### src/rtl/adder_share_arbiter.sv
// Round-robin arbiter sharing one 32-bit adder among NREQ requesters,
// with a two-beat ADD64 lock and a single registered response slot.
module adder_share_arbiter #(
    parameter int NREQ = 4,
    parameter int IDW  = 2
) (
    input  logic              clk,
    input  logic              rst_n,
    input  logic [NREQ-1:0]   req_valid,
    output logic [NREQ-1:0]   req_ready,
    input  logic [2*NREQ-1:0] req_op,
    input  logic [32*NREQ-1:0] req_a,
    input  logic [32*NREQ-1:0] req_b,
    output logic [31:0]       add_a,
    output logic [31:0]       add_b,
    output logic              add_cin,
    input  logic [31:0]       add_sum,
    input  logic              add_cout,
    output logic              rsp_valid,
    input  logic              rsp_ready,
    output logic [IDW-1:0]    rsp_id,
    output logic [31:0]       rsp_sum,
    output logic              rsp_cout,
    output logic              rsp_ovf
);

    localparam logic [1:0] OP_ADD = 2'b00;
    localparam logic [1:0] OP_SUB = 2'b01;
    localparam logic [1:0] OP_LO  = 2'b10;
    localparam logic [1:0] OP_HI  = 2'b11;

    typedef enum logic {
        S_IDLE,
        S_LOCKED
    } state_t;

    state_t          r_state;
    state_t          w_state_nxt;
    logic [IDW-1:0]  r_rr_ptr;
    logic [IDW-1:0]  r_lock_id;
    logic [IDW-1:0]  w_lock_nxt;
    logic            r_saved_c;
    logic            w_saved_nxt;

    logic            r_rsp_valid;
    logic [IDW-1:0]  r_rsp_id;
    logic [31:0]     r_rsp_sum;
    logic            r_rsp_cout;
    logic            r_rsp_ovf;

    logic            w_gnt_any;
    logic [IDW-1:0]  w_gnt_idx;
    logic [NREQ-1:0] w_gnt_vec;
    logic [1:0]      w_op;
    logic [31:0]     w_a;
    logic [31:0]     w_b;
    logic            w_slot_free;
    logic            w_accept;
    logic            w_ovf;
    logic [IDW-1:0]  w_ptr_nxt;

    // Downward search so the closest requester at/after rr_ptr wins.
    always_comb begin
        w_gnt_any = 1'b0;
        w_gnt_idx = '0;
        if (r_state == S_LOCKED) begin
            w_gnt_any = req_valid[r_lock_id];
            w_gnt_idx = r_lock_id;
        end else begin
            for (int k = NREQ - 1; k >= 0; k--) begin
                if (req_valid[(int'(r_rr_ptr) + k) % NREQ]) begin
                    w_gnt_any = 1'b1;
                    w_gnt_idx = IDW'((int'(r_rr_ptr) + k) % NREQ);
                end
            end
        end
    end

    assign w_op = req_op[2*w_gnt_idx +: 2];
    assign w_a  = req_a[32*w_gnt_idx +: 32];
    assign w_b  = req_b[32*w_gnt_idx +: 32];

    always_comb begin
        add_a   = '0;
        add_b   = '0;
        add_cin = 1'b0;
        if (w_gnt_any) begin
            unique case (w_op)
                OP_ADD: begin
                    add_a = w_a;
                    add_b = w_b;
                end
                OP_SUB: begin
                    add_a   = w_a;
                    add_b   = ~w_b;
                    add_cin = 1'b1;
                end
                OP_LO: begin
                    add_a = w_a;
                    add_b = w_b;
                end
                OP_HI: begin
                    add_a   = w_a;
                    add_b   = w_b;
                    add_cin = (r_state == S_LOCKED) &&
                              (w_gnt_idx == r_lock_id) &&
                              r_saved_c;
                end
                default: ;
            endcase
        end
    end

    assign w_ovf = (add_a[31] == add_b[31]) &
                   (add_sum[31] != add_a[31]);

    assign w_slot_free = ~r_rsp_valid | rsp_ready;
    assign w_gnt_vec   = NREQ'(w_gnt_any) << w_gnt_idx;
    assign req_ready   = w_gnt_vec & {NREQ{w_slot_free}};
    assign w_accept    = w_gnt_any & w_slot_free;
    assign w_ptr_nxt   = (int'(w_gnt_idx) == NREQ - 1) ?
                         '0 : w_gnt_idx + 1'b1;

    // Any non-LO beat from the lock owner ends the lock.
    always_comb begin
        w_state_nxt = r_state;
        w_saved_nxt = r_saved_c;
        w_lock_nxt  = r_lock_id;
        if (w_accept) begin
            if (w_op == OP_LO) begin
                w_state_nxt = S_LOCKED;
                w_saved_nxt = add_cout;
                w_lock_nxt  = w_gnt_idx;
            end else if (r_state == S_LOCKED) begin
                w_state_nxt = S_IDLE;
                w_saved_nxt = 1'b0;
            end
        end
    end

    always_ff @(posedge clk or negedge rst_n) begin
        if (!rst_n) begin
            r_state   <= S_IDLE;
            r_saved_c <= 1'b0;
            r_lock_id <= '0;
            r_rr_ptr  <= '0;
        end else begin
            r_state   <= w_state_nxt;
            r_saved_c <= w_saved_nxt;
            r_lock_id <= w_lock_nxt;
            if (w_accept) begin
                r_rr_ptr <= w_ptr_nxt;
            end
        end
    end

    always_ff @(posedge clk or negedge rst_n) begin
        if (!rst_n) begin
            r_rsp_valid <= 1'b0;
            r_rsp_id    <= '0;
            r_rsp_sum   <= '0;
            r_rsp_cout  <= 1'b0;
            r_rsp_ovf   <= 1'b0;
        end else if (w_accept) begin
            r_rsp_valid <= 1'b1;
            r_rsp_id    <= w_gnt_idx;
            r_rsp_sum   <= add_sum;
            r_rsp_cout  <= add_cout;
            r_rsp_ovf   <= w_ovf;
        end else if (rsp_ready) begin
            r_rsp_valid <= 1'b0;
        end
    end

    assign rsp_valid = r_rsp_valid;
    assign rsp_id    = r_rsp_id;
    assign rsp_sum   = r_rsp_sum;
    assign rsp_cout  = r_rsp_cout;
    assign rsp_ovf   = r_rsp_ovf;

endmodule

### config.mk
export PLATFORM = sky130hd
export DESIGN_NAME = adder_share_arbiter
export DESIGN_NICKNAME = d
export VERILOG_FILES = /design/src/rtl/adder_share_arbiter.sv
export SDC_FILE = /design/constraint.sdc
export NUM_CORES = 1
export LEC_CHECK = 0
export CAP_MARGIN = 10
export CORE_AREA = 2 2 157 159
export CTS_BUF_LIST = sky130_fd_sc_hd__clkbuf_8
export DETAILED_ROUTE_END_ITERATION = 16
export DIE_AREA = 0 0 159 161
export PLACE_DENSITY = 0.64
export SYNTH_ARGS = -nofsm -noshare
export SYNTH_HDL_FRONTEND = slang
export SYNTH_SLANG_ARGS = --single-unit
export TNS_END_PERCENT = 30
### constraint.sdc
create_clock -name clk -period 10.3 [get_ports clk]
set_input_delay 3.09 -clock clk [delete_from_list [all_inputs] [get_ports clk]]
set_output_delay 3.09 -clock clk [all_outputs]
set_load 0.05 [all_outputs]
======== After elaboration in Yosys (flattened, before gate mapping) ========
Cells that the tools add are included.
storage, ports and cells
  register bits ........................... 43
  input port bits ......................... 304
  output and inout bits ................... 106
  word-level logic and storage cells ...... 85
cells by class
  $add $sub $neg .......................... 4
  magnitude comparators ................... 5
  equal/unequal tests ..................... 7
  shift-type cells ........................ 4
  muxes and demuxes ....................... 35
  bitwise operators ....................... 9
  reduce and logical (&&, ||, !) cells .... 12
operators with widths
  cell                                                                  count
  128-bit by 8-bit indexed part select with 32-bit output               2
  32-bit two-way mux                                                    3
  32-bit case mux with 2 select lines                                   1
  32-bit inverter                                                       1
  1-bit two-way mux                                                     19
  3-bit by 4-bit < comparator with 1-bit output, second input constant  3
  2-bit two-way mux                                                     6
  1-bit binary-select mux with 2-bit select                             5
  8-bit by 4-bit indexed part select with 2-bit output                  1
  2-bit by 3-bit < comparator with 1-bit output, second input constant  2
  2-bit OR reduction                                                    3
  2-bit by 1-bit adder with 2-bit output, second input constant         2
  2-bit adder, second input constant                                    2
  4-bit bitwise AND                                                     1
  2-bit by 1-bit == test with 1-bit output, second input constant       2
  2-bit == test, second input constant                                  2
  2-bit AND reduction                                                   2
  2-bit nonzero test                                                    2
  4-bit OR reduction                                                    1
  1-bit by 2-bit << shifter with 4-bit output                           1
  1-bit bitwise AND, first input constant                               3
  3-bit OR reduction                                                    1
  1-bit bitwise AND                                                     2
  2-bit == test                                                         1
  other kinds (7)                                                       8

======== Longest topological paths before layout ========
Gate-level depths: netlist of run 1.
  word-level depth ........................ 18
  depth in mapped cells ................... 11
  gate-level depth less buffers ........... 9

======== Worst setup path after synthesis of run 1 ========
OpenSTA, ideal clock, no wires.
  kind .................................... input port to output port
  start ................................... in req_valid[2]
  end ..................................... out add_a[10]
  arrival ................................. 5.775 ns
  required time ........................... 7.210 ns
  path slack .............................. 1.435 ns
  stages on the path ...................... 9
  path buffers ............................ 3
  cells stage by stage .................... nor2b_1 > nand2b_1 > a32o_1 > nor2_4 > buf_2 > buf_2 > buf_2 > nand2_1 > a311oi_1
between the ends
  longest elaborated chain between the ends .. 11
  elaborated cells between the ends (all ways) .. 26
RTL lines
  what                                                     line  text
  start: declaration                                       9     input logic [NREQ-1:0] req_valid,
  1-bit binary-select mux with 2-bit select                71    if (req_valid[(int'(r_rr_ptr) + k) % NREQ]) begin
  1-bit two-way mux (implied by the code) (2 in series)    71
  2-bit two-way mux (4 in series)                          71
  2-bit two-way mux                                        66    if (r_state == S_LOCKED) begin
  128-bit by 8-bit indexed part select with 32-bit output  80    assign w_a = req_a[32*w_gnt_idx +: 32];
  32-bit two-way mux                                       88    unique case (w_op)
  32-bit two-way mux *                                     87    if (w_gnt_any) begin
  end: declaration                                         14    output logic [31:0] add_a,
Every way passes the cells marked *; elsewhere a longest branch is shown, timed or not. The select of a mux whose other input is x is not followed.

======== Worst setup path in the final report of run 1 ========
  start ................................... in req_valid[2]
  end ..................................... out add_b[14]
between the ends
  longest elaborated chain between the ends .. 13
  elaborated cells between the ends (all ways) .. 33
RTL lines
  what                                                                                                              line  text
  parallel branches: the longest is 12 deep, another holds 128-bit by 8-bit indexed part select with 32-bit output  n/a
  32-bit two-way mux *                                                                                              87
  end: declaration                                                                                                  15    output logic [31:0] add_b,
Mark *: on every way between the ends. The select of a mux whose other input is x is not followed.

==> metrics.txt, run 1 <==
Initial Util=0.191; crit share post-route=0.917; Tightest Hold Check Type=reg -> reg; port bufs=409; Antenna diodes=0; Syn Inst Count=624; Worst Path Buf+Inv=4; share of cells above drive strength 1=0.104; Rel. slew slack=0.343; CTS tree=built; CP Launch Type=input port; Crit path top cell by count=buf_4; hold path start=rsp_sum[22]; number of antenna violations at the first check in global routing=0; fin nets=roughly 1,300; EDFF count, synth=0; via/cell ratio=about 4.5; Routed WL=22,200 µm; WL per Instance=16.8 µm; number of remaining DRC errors=0; Reg2Reg Setup Slack=7.35 ns; FFs w/ async S/R, synth=1.00; hpwl dp=17,400 µm; H-tree depth=2; Max Freq=106 MHz; Final min period=9.45 ns; area grow syn2layout=103%; Crit Path Category=in -> out; post-layout util=0.388; post-synth cell types=46; crit end category=output port; Slew @ Worst Pin=0.986 ns; slowest CP cell=clkdlybuf4s50_1; skew final=0.00788 ns; sequential share of the synthesized area=0.235; Final Cell Area=9290 µm²; Setup Buffers After CTS=0; Final ANT Viol Nets=0; Root Buffer=clkbuf_8; # hold bufs at CTS=0; launch point of the worst reg-to-reg path=r_state; crit path cell chain=clkdlybuf4s50_1 -> nor2b_1 -> nand2b_1 -> a32o_1 -> nor2_4 -> buf_4 -> o211a_2 -> nand2_2 -> buf_4 -> xor2_1 -> nor2_1 -> buf_12; Mean Syn Cell Area=around 7.3 µm²; Ys Warns=0; row count=57; total track usage=0.162; Synth Net Count=929; CP required=7.21 ns; core area=24,000 µm²; I/O pin cnt=410; final setup vio count=0; synthesis-stage register bit count=43; CP max stage delay=between 0.5 and 0.6 ns; Slew Viols, Final=0; Max Cap Viol=0; commonest non-fill, non-tap cell in the layout=clkdlybuf4s50_1; clock tree buffer depth=2; worst skew pair latency=0.30 ns; Placed Area=9200 µm²; Fin. Hold Viols=0; CP top delay family=buffers and inverters; RSZ-0062 raised after global routing=no; total CTS buffers=5; die height=161 µm; TritonCTS Sinks=43; hold_ws=about 0.48 ns; wire length of the first global-routing pass=33,300 µm; Setup TNS=0 ns; vias in the first global route=just under 6,000; ys flop type=dfrtp_1; Die Span X=between 150 and 200 µm; Placer Congestion=0.815; crit path max fanout=31; synthesized area=4580 µm²; Vias=a little under 6,000; post-CTS resize count=0; status=finished, final reports clean; first-pass iteration count of the detailed router=4; Critical Path AT=6.36 ns; most frequent cells in the layout=340 x clkdlybuf4s50_1, 240 x nand2_1, 93 x mux2i_1; largest net degree at the start of global routing=104; total die area=between 20,000 and 30,000 µm²; gr ovfl total=0; clk slew on worst S/H paths=0.07 ns; DRT iter0 DRCs=457; Critical Path Start=req_valid[2]
cell usage after synthesis (all sizes together) (2+ instances only):
cell / number / area [µm²]
mux2i: 93 / 931
nand2: 241 / 905
a211oi: 5 / 50.1
xor2: 31 / 272
mux2: 2 / 22.5
a211o: 4 / 35.0
o21ai: 3 / 15.0
nor2: 36 / 143
a21oi: 2 / 10.0
o31ai: 3 / 22.5
nand2b: 7 / 43.8
a21o: 3 / 22.5
a311oi: 32 / 287
o211ai: 2 / 20.0
o2111ai: 2 / 17.5
nor3b: 4 / 30.0
buf: 26 / 153
clkbuf: 25 / 93.8
nor2b: 7 / 43.8
nand4: 2 / 12.5
nor3: 3 / 20.0
inv: 3 / 11.3
dfrtp: 43 / 1080
and3: 31 / 194
cell type report:
type                    count  area, µm²
repair buffers            420       4440
clock buffers               6       82.6
multi-input cells         527       3270
clock inverters             1       5.00
well taps                 324        405
fillers                  2477      14700
inverters                   3       11.3
flip-flops and latches     43       1080
registers in the layout (all words and copies together), names as in the netlist:
| register | count |
|---|---|
| r_state | 1 |
| r_saved_c | 1 |
| rsp_valid | 1 |
| r_rr_ptr | 2 |
| rsp_cout | 1 |
| rsp_ovf | 1 |
| rsp_sum | 32 |
| rsp_id | 2 |
| r_lock_id | 2 |
routing by layer:
| layer | GRT usage | part of all wire |
|---|---|---|
| met5 | 0 | 0 |
| met4 | 0.0298 | 0.014 |
| met2 | 0.289 | 0.50 |
| met3 | 0.0480 | 0.083 |
| met1 | 0.196 | 0.41 |
logic make-up after synthesis:
logic type,share of synthesized area
AOI/OAI and AO/OA,0.118
buffers and inverters,0.0563
DFF,0.235
muxes,0.213
xor gates and xnor gates,0.0593
adders and majority gates,0.00273
and+or+nand+nor,0.316
final timing paths:
kind	end	cells past startpoint
min in group asynchronous	rsp_sum[8]	1
min	rsp_sum[22]	2
min reg2reg	rsp_sum[22]	2
max in group asynchronous	rsp_ovf	1
max	add_b[14]	12
max reg2reg	r_lock_id[0]	7
through the flow:
step | instances | setup WS (ns)
floorplan | 624 | 1.44
global placement | 1317 | 1.01
detailed placement | 1317 | 0.919
CTS | 1324 | 0.888
global route | 1324 | 0.640
finish | 1324 | 0.850
worst reg2reg max path, stage by stage, from the launching register on:
cell and delay [ns]:
dfrtp_1 0.75, nor2b_1 0.11, a32o_1 0.40, nor2_4 0.18, buf_4 0.41, o211ai_2 0.23, nor3_2 0.41, mux2_1 0.36
Power of run 1 is not shown: default switching activity piles up to over one toggle a cycle in this logic, so the estimate is an artifact.
==> run 2, diff against run 1 <==
==> constraint.sdc (replaced) <==
create_clock -name clk -period 10.4 [get_ports clk]
set_input_delay 3.12 -clock clk [delete_from_list [all_inputs] [get_ports clk]]
set_output_delay 3.12 -clock clk [all_outputs]
set_load 0.05 [all_outputs]
==> run 2 against run 1 <==
Sequential share of layout area hardly changed; worst setup slack lost 0.23 ns; routed wire length is 0.73% lower; sequential cell count did not move; non-clock buffer count grew 2; utilization is 0.15 points higher; first-iteration DRC count decreased by 12%; cell area increased by 0.38%; die area did not move; critical endpoint is now add_a[10]; largest cell class unchanged; highest routed layer unchanged.
==> metrics.txt, run 2 (same netlist as run 1, synthesis figures left out) <==
final setup vio count=0; die height=about 160 µm; clock tree buffer depth=2; post-layout util=0.389; status=finished, final reports clean; Final min period=9.78 ns; share of cells above drive strength 1=0.104; area of the multi-input gates=3270 µm²; Root Buffer=clkbuf_8; Placer Congestion=0.854; row count=57; Worst Path Buf+Inv=5; core area=24,000 µm²; Rel. slew slack=0.336; clk slew on worst S/H paths=0.08 ns; # hold bufs at CTS=0; area grow syn2layout=103%; TritonCTS Sinks=43; worst reg-to-reg path cell count=9; Tightest Hold Check Type=reg -> reg; Hold Path Sink=rsp_sum[15]; H-tree depth=2; Worst R2R End=rsp_ovf; first-pass iteration count of the detailed router=5; CP Launch Type=input port; port bufs=409; hold depth=2; Routed WL=22,100 µm; Setup Buffers After CTS=0; slowest CP cell=clkdlybuf4s50_1; Vias=5,897; crit end category=output port; Initial Util=0.191; CP max stage delay=0.60 ns; Reg2Reg Setup Slack=7.13 ns; crit share post-route=0.941; WL per Instance=16.6 µm; hpwl dp=17,700 µm; fin nets=1,307; Fillers=2,488; DRT iter0 DRCs=404; number of remaining DRC errors=0; vias in the first global route=around 5,900; skew final=0.00368 ns; CTS tree=built; commonest non-fill, non-tap cell in the layout=clkdlybuf4s50_1; Slew Viols, Final=0; gr ovfl total=0; total track usage=0.161; crit path max fanout=46; total CTS buffers=5; Setup TNS=0 ns; number of flip-flops in the largest register=32; Crit Path Category=in -> out; register area=1080 µm²; Final ANT Viol Nets=0; via/cell ratio=4.44; hold path start=rsp_sum[15]; Max Freq=102 MHz; launch point of the worst reg-to-reg path=r_state; crit path cell chain=clkdlybuf4s50_1 -> inv_2 -> a211o_1 -> a211oi_4 -> nor2_4 -> inv_2 -> buf_4 -> nand2_1 -> and3_1 -> a311oi_1 -> buf_4; CP required=7.28 ns; RSZ-0062 raised after global routing=no; post-CTS resize count=0; Max Cap Viol=0; Die Span X=between 150 and 200 µm; Critical Path AT=6.66 ns; largest net degree at the start of global routing=67; most frequent cells in the layout=342 x clkdlybuf4s50_1, 240 x nand2_1, 93 x mux2i_1; worst skew pair latency=around 0.30 ns; total die area=between 20,000 and 30,000 µm²; wire length of the first global-routing pass=33,100 µm; Slew @ Worst Pin=~1 ns; Fin. Hold Viols=0; number of antenna violations at the first check in global routing=1; I/O pin cnt=410; CP top delay family=buffers and inverters
[run 2: per-stage QoR]
step	instance area, µm²	instances	worst slack (ns)	hold WS [ns]
global placement	9230	1319	0.787	0.457
finish	9320	1327	0.617	0.478
floorplan	4580	624	1.48	0.503
global route	9320	1326	0.519	0.499
detailed placement	9230	1319	0.736	0.461
CTS	9320	1326	0.730	0.482
[run 2: worst max path at each step]
stage	end	slack, ns	startpoint	cells past startpoint
4_1_cts	add_a[10]	0.73	req_valid[1]	11
6_report	add_a[10]	0.62	req_valid[1]	11
2_1_floorplan	add_a[10]	1.48	req_valid[2]	9
3_3_place_gp	add_a[10]	0.79	req_valid[1]	11
3_5_place_dp	add_a[10]	0.74	req_valid[1]	11
5_1_grt	add_a[10]	0.52	req_valid[1]	11
[run 2: per-layer routing]
| metal | track usage | routed length [µm] |
|---|---|---|
| met1 | 0.197 | 8980 |
| met2 | 0.285 | 10900 |
| met3 | 0.0488 | 1970 |
| met4 | 0.0240 | 250 |
| met5 | 0 | 0 |
[run 2: area by class of cell]
type,count,share of cell area
multi-input cells,527,0.350
clock inverters,1,0.000537
clock buffers,6,0.00886
flip-flops and latches,43,0.115
repair buffers,422,0.480
diodes,1,0.000268
well taps,324,0.0435
inverters,3,0.00121
[run 2: worst min-delay path, delay by kind of cell, from the launching register on]
family / cells / cell delay [ns]
flops: 1 / 0.34
simple gates: 2 / 0.11
Power of run 2 is left out for the same reason.
